## config.mk

```make
export PLATFORM = sky130hd
export DESIGN_NAME = dcache_axi_wbuf
export DESIGN_NICKNAME = d
export VERILOG_FILES = /design/src/rtl/dcache_axi_wbuf.sv
export SDC_FILE = /design/constraint.sdc
export NUM_CORES = 1
export LEC_CHECK = 0
export ABC_AREA = 0
export CAP_MARGIN = 10
export CORE_MARGIN = 2
export CORE_UTILIZATION = 35
export CTS_CLUSTER_DIAMETER = 120
export DETAILED_ROUTE_END_ITERATION = 8
export PLACE_DENSITY = 0.73
export SYNTH_ARGS = -nofsm -noshare
export SYNTH_HDL_FRONTEND = slang
export SYNTH_SLANG_ARGS = --single-unit
```

## constraint.sdc

```tcl
create_clock -name clk -period 17.8 [get_ports clk]
set_input_delay 3.56 -clock clk [delete_from_list [all_inputs] [get_ports clk]]
set_output_delay 3.56 -clock clk [all_outputs]
set_load 0.005 [all_outputs]
```

## src/rtl/dcache_axi_wbuf.sv

```systemverilog
// Write-back buffer for the data cache: holds one victim line (or an uncached
// store word) and replays it as a single AXI INCR write burst (AW -> W beats -> B).
module dcache_axi_wbuf #(
   parameter int         ADDR_W     = 32,
   parameter int         DATA_W     = 32,
   parameter int         LINE_WORDS = 16,
   parameter logic [3:0] AXI_ID     = 4'd1
) (
   input  logic                         clk,
   input  logic                         rstn,
   input  logic                         wbuf_we,
   input  logic                         wbuf_reset,
   input  logic [LINE_WORDS*DATA_W-1:0] line_in,
   input  logic [ADDR_W-1:0]            addr_in,
   input  logic [3:0]                   wstrb_in,
   input  logic                         w_req,
   input  logic [7:0]                   w_length,
   input  logic [2:0]                   w_size,
   output logic                         w_rdy,
   output logic                         wrt_finish,
   output logic                         bus_err,
   output logic                         awvalid,
   input  logic                         awready,
   output logic [ADDR_W-1:0]            awaddr,
   output logic [7:0]                   awlen,
   output logic [2:0]                   awsize,
   output logic [1:0]                   awburst,
   output logic [3:0]                   awid,
   output logic                         wvalid,
   input  logic                         wready,
   output logic [DATA_W-1:0]            wdata,
   output logic [3:0]                   wstrb,
   output logic                         wlast,
   input  logic                         bvalid,
   output logic                         bready,
   input  logic [1:0]                   bresp
);

   localparam int IDX_W = $clog2(LINE_WORDS);
   localparam int BYT_W = $clog2(DATA_W / 8);
   localparam int OFF_W = $clog2(LINE_WORDS * DATA_W / 8);

   typedef enum logic [3:0] {
      ST_IDLE = 4'b0001,
      ST_AW   = 4'b0010,
      ST_W    = 4'b0100,
      ST_B    = 4'b1000
   } state_e;

   state_e                         state_q, state_d;
   logic [LINE_WORDS*DATA_W-1:0]   line_q, line_d;
   logic [ADDR_W-1:0]              addr_q, addr_d;
   logic [3:0]                     strb_q, strb_d;
   logic [3:0]                     len_q, len_d;
   logic [2:0]                     size_q, size_d;
   logic [3:0]                     cnt_q, cnt_d;
   logic                           fin_q, fin_d;
   logic                           err_q, err_d;
   logic [IDX_W-1:0]               word_idx;
   logic                           unused_bresp;

   assign unused_bresp = bresp[0];

   // Single-beat stores pick their word from the address; bursts walk the line.
   assign word_idx = (len_q != 4'd0) ? IDX_W'(cnt_q) : addr_q[OFF_W-1:BYT_W];

   assign w_rdy      = (state_q == ST_IDLE);
   assign awvalid    = (state_q == ST_AW);
   assign wvalid     = (state_q == ST_W);
   assign bready     = (state_q == ST_B);
   assign awaddr     = (len_q != 4'd0) ? {addr_q[ADDR_W-1:OFF_W], {OFF_W{1'b0}}} : addr_q;
   assign awlen      = {4'b0000, len_q};
   assign awsize     = size_q;
   assign awburst    = 2'b01;
   assign awid       = AXI_ID;
   assign wdata      = line_q[DATA_W*word_idx +: DATA_W];
   assign wstrb      = (len_q != 4'd0) ? 4'hF : strb_q;
   assign wlast      = (cnt_q == len_q);
   assign wrt_finish = fin_q;
   assign bus_err    = err_q;

   always_comb begin
      state_d = state_q;
      line_d  = line_q;
      addr_d  = addr_q;
      strb_d  = strb_q;
      len_d   = len_q;
      size_d  = size_q;
      cnt_d   = cnt_q;
      fin_d   = fin_q;
      err_d   = err_q;
      // Clear first so a coincident B completion below takes priority.
      if (wbuf_reset) begin
         fin_d = 1'b0;
         err_d = 1'b0;
      end
      unique case (state_q)
         ST_IDLE: begin
            if (wbuf_we) begin
               line_d = line_in;
               addr_d = addr_in;
               strb_d = wstrb_in;
            end
            if (w_req) begin
               len_d   = (w_length > 8'd15) ? 4'd15 : w_length[3:0];
               size_d  = w_size;
               fin_d   = 1'b0;
               err_d   = 1'b0;
               cnt_d   = '0;
               state_d = ST_AW;
            end
         end
         ST_AW: begin
            if (awready) state_d = ST_W;
         end
         ST_W: begin
            if (wready) begin
               cnt_d = cnt_q + 4'd1;
               if (wlast) state_d = ST_B;
            end
         end
         ST_B: begin
            if (bvalid) begin
               fin_d   = 1'b1;
               err_d   = bresp[1];
               state_d = ST_IDLE;
            end
         end
         default: state_d = ST_IDLE;
      endcase
   end

   always_ff @(posedge clk) begin
      line_q <= line_d;
      addr_q <= addr_d;
      strb_q <= strb_d;
      len_q  <= len_d;
      size_q <= size_d;
      if (!rstn) begin
         state_q <= ST_IDLE;
         cnt_q   <= '0;
         fin_q   <= 1'b0;
         err_q   <= 1'b0;
      end else begin
         state_q <= state_d;
         cnt_q   <= cnt_d;
         fin_q   <= fin_d;
         err_q   <= err_d;
      end
   end

endmodule

```

==> results.sh, run 1 <==
export IMPL_seqPwrFrac_pct=53.5
export IMPL_post_route_cells_drive_above_1_share_pct=6.13
export IMPL_slew_headroom_pct=27.3
export IMPL_fin_tns_setup_ps=0
export IMPL_start_kind="register"
export IMPL_fill_cells=5271
export IMPL_whs_ps=512
export IMPL_die_height_um=254
export IMPL_vias=15400
export IMPL_maxCapViolCount=0
export IMPL_ant_nets=0
export IMPL_power_frac_clock_pct=37.7
export IMPL_cts_setup_buffers=0
export IMPL_fmax_ghz=0.116
export IMPL_internal_power_mw=2.41
export IMPL_cp_required_ps=14240
export IMPL_overflow=0
export IMPL_die_area_mm2=0.0645
export IMPL_power_total_mw=3.06
export IMPL_final_common_cell="clkdlybuf4s50_1"
export IMPL_p_switching_uw=657
export IMPL_worst_slew_pin_slew_ps=1090
export IMPL_r2r_cells=6
export IMPL_synthCells=1570
export IMPL_min_period_over_period_pct=48.3
export IMPL_hold_viol=0
export IMPL_arrival_ps=5050
export IMPL_place_ws_ps=9470
export IMPL_grt_setup_unrepaired="false"
export IMPL_clk_latency_ps=600
export IMPL_num_rows=91
export IMPL_path_clk_slew_ps=60
export IMPL_hold_path_end="bus_err"
export IMPL_cts_tree="built"
export IMPL_ys_ff_latch=565
export IMPL_setup_viol=0
export IMPL_coreArea_mm2=0.0617
export IMPL_period_needed_ps=8610
export IMPL_grt_pass1_vias=15600
export IMPL_clock_path_buffers=3
export IMPL_clock_sinks=565
export IMPL_powerDensity_mw_per_mm2=98.9
export IMPL_placed_area_mm2=0.0292
export IMPL_wl_um=70600
export IMPL_critical_path_class="register to output port"
export IMPL_ys_types=31
export IMPL_hp_start="bus_err"
export IMPL_antenna_found_initial=19
export IMPL_gp_congestion=0.890
export IMPL_wl_per_cell_um=22.8
export IMPL_cp_max_fo=65
export IMPL_setup_ws_ps=9190
export IMPL_initial_core_util_pct=35.4
export IMPL_port_buffers=649
export IMPL_dr_pass1_iters=6
export IMPL_yosys_warnings=0
export IMPL_outcome="finished, final reports clean"
export IMPL_r2r_slack_ps=12120
export IMPL_startpoint="len_q[0]"
export IMPL_post_dp_hpwl_um=49700
export IMPL_hp_class="register to register"
export IMPL_grt_use_total_pct=20.9
export IMPL_ys_seq_area_share_pct=77.2
export IMPL_cts_htree_levels=2
export IMPL_avgSynthCellArea_um2=13.9
export IMPL_postCtsHoldBufs=0
export IMPL_clock_tree_root_cell="clkbuf_16"
export IMPL_num_nets_final=2770
export IMPL_r2r_end="line_q[224]"
export IMPL_power_frac_comb_pct=8.7
export IMPL_r2r_start="state_q[0]"
export IMPL_end_kind="output port"
export IMPL_grt_pass1_wl_um=97900
export IMPL_finalClockSkew_ps=16.5
export IMPL_cts_resized=0
export IMPL_p_leak_nw=10.6
export IMPL_final_cell_mix="clkdlybuf4s50_1 (649), edfxtp_1 (555), nand2_1 (451), nand3_1 (194), clkbuf_16 (61)"
export IMPL_area_growth_pct=41.8
export IMPL_fp_dieW_um=254
export IMPL_vdd_drop_max_v=0.0000771
export IMPL_vias_per_cell=4.96
export IMPL_numCtsBuffers=58
export IMPL_drc_errors=0
export IMPL_hold_path_depth=2
export IMPL_switching_share_pct=21.4
export IMPL_first_iter_violations=1381
export IMPL_slew_viol_final=0
export IMPL_synthesis_area_mm2=0.0219
export IMPL_pin_count=661
export IMPL_grt_max_degree=89
export IMPL_fin_area_mm2=0.0310
## sequential cells by signal (all words and copies together) (netlist names)
name / flops
len_q: 4
awsize: 3
cnt_q: 4
addr_q: 32
bus_err: 1
state_q: 4
line_q: 512
strb_q: 4
wrt_finish: 1
## layout make-up
type                       count  area [µm²]  area share, %
clock inverter                39         239          0.771
multi-input combinational    894        4500           14.5
clock buffer                  71        1560           5.05
antenna                       14        35.0          0.113
timing repair buffer         681        6740           21.7
sequential                   565       16900           54.4
tap                          837        1050           3.38
## layer usage
layer  track usage [%]  wire length (µm)
met4              8.92              2640
met2              34.9             34700
met1              25.8             27200
met5                 0                55
met3              5.20              5970
## critical path, cell delays in order (launching register included)
cell             delay [ps]
edfxtp_1                470
nor4_4                  300
buf_4                   330
mux2_8                  520
buf_4                   630
buf_4                   610
mux2i_1                 300
a32oi_1                  80
a31oi_1                 490
nor2_1                   90
clkdlybuf4s50_1         500
## cell families after synthesis
logic type,after synthesis,synth area share (%)
simple gates,761,15.1
flops,565,77.2
buf+inv,119,2.98
compound gates,74,2.46
mux,41,1.90
xor+xnor,7,0.280
other cells,2,0.0344
fa+ha+maj,1,0.0572
## synthesized netlist by cell type
master      n  area share [%]
nor2b_1     6            0.17
dfxtp_1    10            0.92
nor4_1      3           0.086
nand4_1    33            0.94
o21a_1      1           0.034
nor3b_1     1           0.034
a31oi_1    32            0.92
nor2_1     39            0.67
nor4_4      1           0.097
a21oi_1     3           0.069
nand2b_1   11            0.31
buf_2      25            0.57
edfxtp_1  555              76
buf_4      44             1.5
and2_1      9            0.26
nand2_1   451             7.7
o21ai_0     4           0.092
mux2i_1    37             1.7
nor3_1      8            0.18
a32oi_1    32             1.3
mux2_2      4            0.21
a21boi_0    1           0.034
clkbuf_1   49            0.84
nor4b_1     4            0.16
nand3_1   194             4.4
ha_1        1           0.057
buf_6       1           0.052
conb_1      2           0.034
nand3b_1    1           0.034
xor2_1      7            0.28
a22oi_1     1           0.034
## how the worst max path moves through the flow
stage / depth (start not counted) / end
after floorplan: 1 / addr_q[0]
after global placement: 6 / line_q[386]
after detailed placement: 6 / line_q[298]
after CTS: 10 / wdata[18]
after global routing: 10 / wdata[18]
final: 10 / wdata[18]
## power groups by stage
stage,Combinational (mW),Clock (mW),Sequential (mW)
2_1_floorplan,0.0874,0,1.73
3_3_place_gp,0.259,0,1.66
3_5_place_dp,0.267,0,1.67
4_1_cts,0.269,1.18,1.64
5_1_grt,0.287,1.23,1.65
6_report,0.268,1.16,1.64
## metrics by stage
| stage | instances | util (%) |
|---|---|---|
| floorplan | 1578 | - |
| detailed placement | 2977 | 47.2 |
| global placement | 2977 | 47.2 |
| global route | 3097 | 50.2 |
| finish | 3101 | 50.2 |
| CTS | 3087 | 50.2 |
Note: power is estimated with default switching activity, not from simulation.
==> inputs of run 2 (changes only) <==
Settings changed: PLACE_DENSITY 0.73 to 0.71.
Clock period 17.8 ns to 9.01 ns, I/O delays scaled along.
==> results.sh, run 2 (synthesis gave the netlist of run 1 again) <==
export IMPL_grt_setup_unrepaired="false"
export IMPL_wl_per_cell_um=22.8
export IMPL_num_rows=91
export IMPL_post_dp_hpwl_um=49600
export IMPL_clock_sinks=565
export IMPL_maxCapViolCount=0
export IMPL_cp_max_fo=16
export IMPL_coreArea_mm2=0.0617
export IMPL_final_common_cell="clkdlybuf4s50_1"
export IMPL_start_kind="register"
export IMPL_place_ws_ps=2740
export IMPL_seqPwrFrac_pct=52.1
export IMPL_hold_viol=0
export IMPL_num_nets_final=2768
export IMPL_p_leak_nw=10.7
export IMPL_cts_resized=0
export IMPL_crit_end="wdata[26]"
export IMPL_cp_buffers_inverters=3
export IMPL_clk_latency_ps=610
export IMPL_first_iter_violations=1459
export IMPL_clock_tree_root_cell="clkbuf_16"
export IMPL_crit_path_top_delay_cell="mux2i_1"
export IMPL_slew_viol_final=0
export IMPL_fp_dieW_um=254
export IMPL_startpoint="len_q[0]"
export IMPL_vdd_drop_max_v=0.000176
export IMPL_fin_tns_setup_ps=0
export IMPL_grt_pass1_wl_um=97500
export IMPL_area_growth_pct=42.3
export IMPL_cpLargestDelayFamily="simple AND/OR/NAND/NOR gates"
export IMPL_path_depth=9
export IMPL_vias=15400
export IMPL_wl_um=70500
export IMPL_antenna_found_initial=21
export IMPL_crit_chain="nor4_4 > buf_4 > mux2i_1 > nor3_2 > buf_4 > nand3_1 > nand4_1 > nor2_1 > clkdlybuf4s50_1"
export IMPL_fill_cells=5304
export IMPL_routed_wl_met3_um=6720
export IMPL_numCtsBuffers=61
export IMPL_cts_tree="built"
export IMPL_fmax_ghz=0.143
export IMPL_postCtsHoldBufs=0
export IMPL_worst_slew_pin_slew_ps=1120
export IMPL_period_needed_ps=6990
export IMPL_arrival_ps=5190
export IMPL_met1_length_um=27000
export IMPL_whs_ps=542
export IMPL_gp_congestion=0.897
export IMPL_cts_setup_buffers=0
export IMPL_pin_count=661
export IMPL_internal_power_mw=4.90
export IMPL_path_clk_slew_ps=60
export IMPL_port_buffers=649
export IMPL_critPathMaxStageDelay_ps=940
export IMPL_largest_reg_flops=512
export IMPL_overflow=0
export IMPL_grt_pass1_vias=15400
export IMPL_reg_top3="line_q x512, addr_q x32"
export IMPL_setup_ws_ps=2020
export IMPL_cp_required_ps=7210
export IMPL_powerDensity_mw_per_mm2=200
export IMPL_finalClockSkew_ps=8.62
export IMPL_die_height_um=254
export IMPL_dr_max_layer_used="met5"
export IMPL_r2r_start="state_q[0]"
export IMPL_min_period_over_period_pct=77.6
export IMPL_power_frac_clock_pct=39.4
export IMPL_setup_viol=0
export IMPL_hp_class="register to register"
export IMPL_r2r_end="line_q[224]"
export IMPL_dr_wl_met2_um=34500
export IMPL_dr_pass1_iters=5
export IMPL_cts_htree_levels=2
export IMPL_switching_share_pct=21.3
export IMPL_ant_nets=0
export IMPL_drc_errors=0
export IMPL_crit_top_cell="buf_4"
export IMPL_post_route_cells_drive_above_1_share_pct=6.05
export IMPL_grt_use_total_pct=20.9
export IMPL_regMostFlops="line_q"
export IMPL_p_switching_mw=1.32
export IMPL_final_cell_mix="clkdlybuf4s50_1 (649), edfxtp_1 (555), nand2_1 (451), nand3_1 (194), clkbuf_16 (61)"
export IMPL_initial_core_util_pct=35.4
export IMPL_slew_headroom_pct=22.9
export IMPL_die_area_mm2=0.0645
export IMPL_r2r_slack_ps=5660
export IMPL_r2r_cells=3
export IMPL_vias_per_cell=4.98
export IMPL_outcome="finished, final reports clean"
export IMPL_power_frac_comb_pct=8.5
export IMPL_critical_path_class="register to output port"
export IMPL_end_kind="output port"
export IMPL_grt_max_degree=198
export IMPL_clock_path_buffers=3
==> run 2: layer usage <==
layer	vias to the layer above	global-route usage (%)
met2	852	34.6
met3	146	5.40
met4	6	8.74
li1	6983	-
met1	7445	26.0
met5	-	0
==> run 2: cell type report <==
type / instances / area (µm²) / share of cell area (%)
diodes: 13 / 32.5 / 0.105
clock buffers: 72 / 1590 / 5.10
clock inverters: 41 / 357 / 1.15
multi-input cells: 894 / 4500 / 14.5
flip-flops and latches: 565 / 16900 / 54.2
well taps: 837 / 1050 / 3.37
repair buffers: 676 / 6720 / 21.6
==> run 2: worst register-to-register path: cells and delay by family, from the launching register on <==
kind / cells / cell delay, ps
AND/OR/NAND/NOR: 2 / 1490
buffers and inverters: 1 / 830
flip-flops: 1 / 430
==> run 2: worst min-delay path by stage <==
stage                     endpoint  slack [ps]     from  cells past startpoint
after detailed placement   bus_err         540  bus_err                      2
after CTS                  bus_err         550  bus_err                      2
final                      bus_err         540  bus_err                      2
after global placement     bus_err         520  bus_err                      2
after floorplan            bus_err         480  bus_err                      2
after global routing       bus_err         580  bus_err                      2
==> run 2: metrics by stage <==
stage	utilization, %	instances	instance area [µm²]	total power, mW
floorplan	-	1578	21900	3.52
global placement	47.2	2972	29100	3.80
detailed placement	47.2	2972	29100	3.82
CTS	50.4	3085	31100	6.27
global route	50.4	3095	31100	6.41
finish	50.4	3098	31100	6.22
==> run 2: power by group through the flow <==
stage / Combinational [mW] / Sequential, mW / Clock (mW)
6_report: 0.530 / 3.24 / 2.45
5_1_grt: 0.569 / 3.26 / 2.58
4_1_cts: 0.534 / 3.24 / 2.49
2_1_floorplan: 0.173 / 3.34 / 0
3_3_place_gp: 0.516 / 3.29 / 0
3_5_place_dp: 0.531 / 3.29 / 0
==> inputs of run 3 (changes only) <==
Settings changed: PLACE_DENSITY 0.71 to 0.73.
Clock period 9.01 ns to 6.2 ns, I/O delays scaled along.
==> results.sh, run 3 (synthesis gave the netlist of run 1 again) <==
export IMPL_outcome="finished, final reports clean"
export IMPL_setup_viol=0
export IMPL_grt_pass1_vias=15900
export IMPL_placed_cells=2988
export IMPL_num_nets_final=2782
export IMPL_cts_resized=0
export IMPL_die_area_mm2=0.0645
export IMPL_fill_cells=5213
export IMPL_clock_tree_root_cell="clkbuf_16"
export IMPL_dr_pass1_iters=6
export IMPL_slew_viol_final=0
export IMPL_path_clk_slew_ps=60
export IMPL_power_frac_comb_pct=8.9
export IMPL_cp_max_fo=41
export IMPL_arrival_ps=4560
export IMPL_p_leak_nw=10.7
export IMPL_cp_required_ps=4960
export IMPL_maxCapViolCount=0
export IMPL_multi_input_area_mm2=0.00450
export IMPL_vias=15500
export IMPL_fin_area_mm2=0.0311
export IMPL_power_frac_clock_pct=37.3
export IMPL_critPathMaxStageDelay_ps=600
export IMPL_period_needed_ps=5800
export IMPL_area_growth_pct=42.2
export IMPL_whs_ps=514
export IMPL_hp_class="register to register"
export IMPL_cts_tree="built"
export IMPL_reg_top3="line_q x512, addr_q x32"
export IMPL_antenna_found_initial=19
export IMPL_final_cell_count_no_fill=3107
export IMPL_cts_setup_buffers=0
export IMPL_clock_sinks=565
export IMPL_overflow=0
export IMPL_p_switching_mw=1.88
export IMPL_regMostFlops="line_q"
export IMPL_vdd_drop_max_v=0.000233
export IMPL_final_common_cell="clkdlybuf4s50_1"
export IMPL_post_route_cells_drive_above_1_share_pct=6.29
export IMPL_finalClockSkew_ps=16.1
export IMPL_placed_area_mm2=0.0293
export IMPL_internal_power_mw=6.87
export IMPL_crit_top_cell="buf_4"
export IMPL_min_period_over_period_pct=93.6
export IMPL_end_kind="output port"
export IMPL_num_rows=91
export IMPL_clock_path_buffers=3
export IMPL_die_height_um=254
export IMPL_initial_core_util_pct=35.4
export IMPL_pin_count=661
export IMPL_wl_per_cell_um=22.7
export IMPL_start_kind="register"
export IMPL_hold_viol=0
export IMPL_grt_use_total_pct=21.0
export IMPL_gp_congestion=0.876
export IMPL_clk_latency_ps=600
export IMPL_post_dp_hpwl_um=51200
export IMPL_fmax_ghz=0.172
export IMPL_ant_nets=0
export IMPL_powerDensity_mw_per_mm2=281
export IMPL_grt_setup_unrepaired="false"
export IMPL_cts_htree_levels=2
export IMPL_fp_dieW_um=254
export IMPL_coreArea_mm2=0.0617
export IMPL_seqPwrFrac_pct=53.8
export IMPL_final_cell_mix="clkdlybuf4s50_1 (649), edfxtp_1 (555), nand2_1 (451), nand3_1 (194), clkbuf_16 (59)"
export IMPL_worst_slew_pin_slew_ps=971
export IMPL_grt_pass1_wl_um=98400
export IMPL_crit_path_top_delay_cell="clkdlybuf4s50_1"
export IMPL_port_buffers=649
export IMPL_largest_reg_flops=512
export IMPL_first_iter_violations=1425
export IMPL_slew_headroom_pct=34.4
export IMPL_postCtsHoldBufs=0
export IMPL_register_area_mm2=0.0169
export IMPL_grt_max_degree=136
export IMPL_critical_path_class="register to output port"
export IMPL_fin_tns_setup_ps=0
export IMPL_vias_per_cell=4.98
export IMPL_fin_util_pct=50.4
export IMPL_numCtsBuffers=59
export IMPL_switching_share_pct=21.5
export IMPL_drc_errors=0
export IMPL_wl_um=70500
export IMPL_crit_chain="nor4_4 > buf_4 > mux2i_4 > buf_4 > nand2_1 > nand3_1 > nand4_1 > nor2_1 > clkdlybuf4s50_1"
run 3: power groups by stage:
| stage | Clock (mW) | Sequential [mW] | Combinational [mW] |
|---|---|---|---|
| 6_report | 3.26 | 4.71 | 0.782 |
| 5_1_grt | 3.47 | 4.73 | 0.841 |
| 4_1_cts | 3.33 | 4.71 | 0.790 |
| 3_5_place_dp | 0 | 4.78 | 0.787 |
| 3_3_place_gp | 0 | 4.77 | 0.763 |
| 2_1_floorplan | 0 | 4.81 | 0.252 |
run 3: path summary, 6_finish.rpt:
path,from,end,slack [ps],cells past startpoint
max reg2reg,state_q[0],line_q[288],3060,3
max,len_q[0],wdata[23],400,9
min,bus_err,bus_err,510,2
min reg2reg,bus_err,bus_err,510,2
run 3: metal layers:
layer	vias to the layer above	global-route usage (%)	routed length [µm]
met2	856	34.7	34400
met5	-	0	51
li1	7004	-	-
met3	171	5.09	6220
met4	8	9.90	2780
met1	7447	26.1	27000
run 3: cell type report:
class,count,area share [%]
sequential,565,54.2
antenna,14,0.113
multi-input combinational,894,14.5
timing repair buffer,692,22.1
tap,837,3.37
clock inverter,35,0.785
clock buffer,70,4.88
run 3: worst max-delay path, delay by kind of cell, from the launching register on:
| kind | cells | cell delay, ps |
|---|---|---|
| buffers and inverters | 3 | 1480 |
| flip-flops | 1 | 450 |
| multiplexers | 1 | 500 |
| AND/OR/NAND/NOR | 5 | 1510 |
run 3: metrics by stage:
step	setup slack, ps	power, mW
finish	397	8.75
global placement	1020	5.53
global route	215	9.04
CTS	305	8.83
floorplan	736	5.06
detailed placement	972	5.57
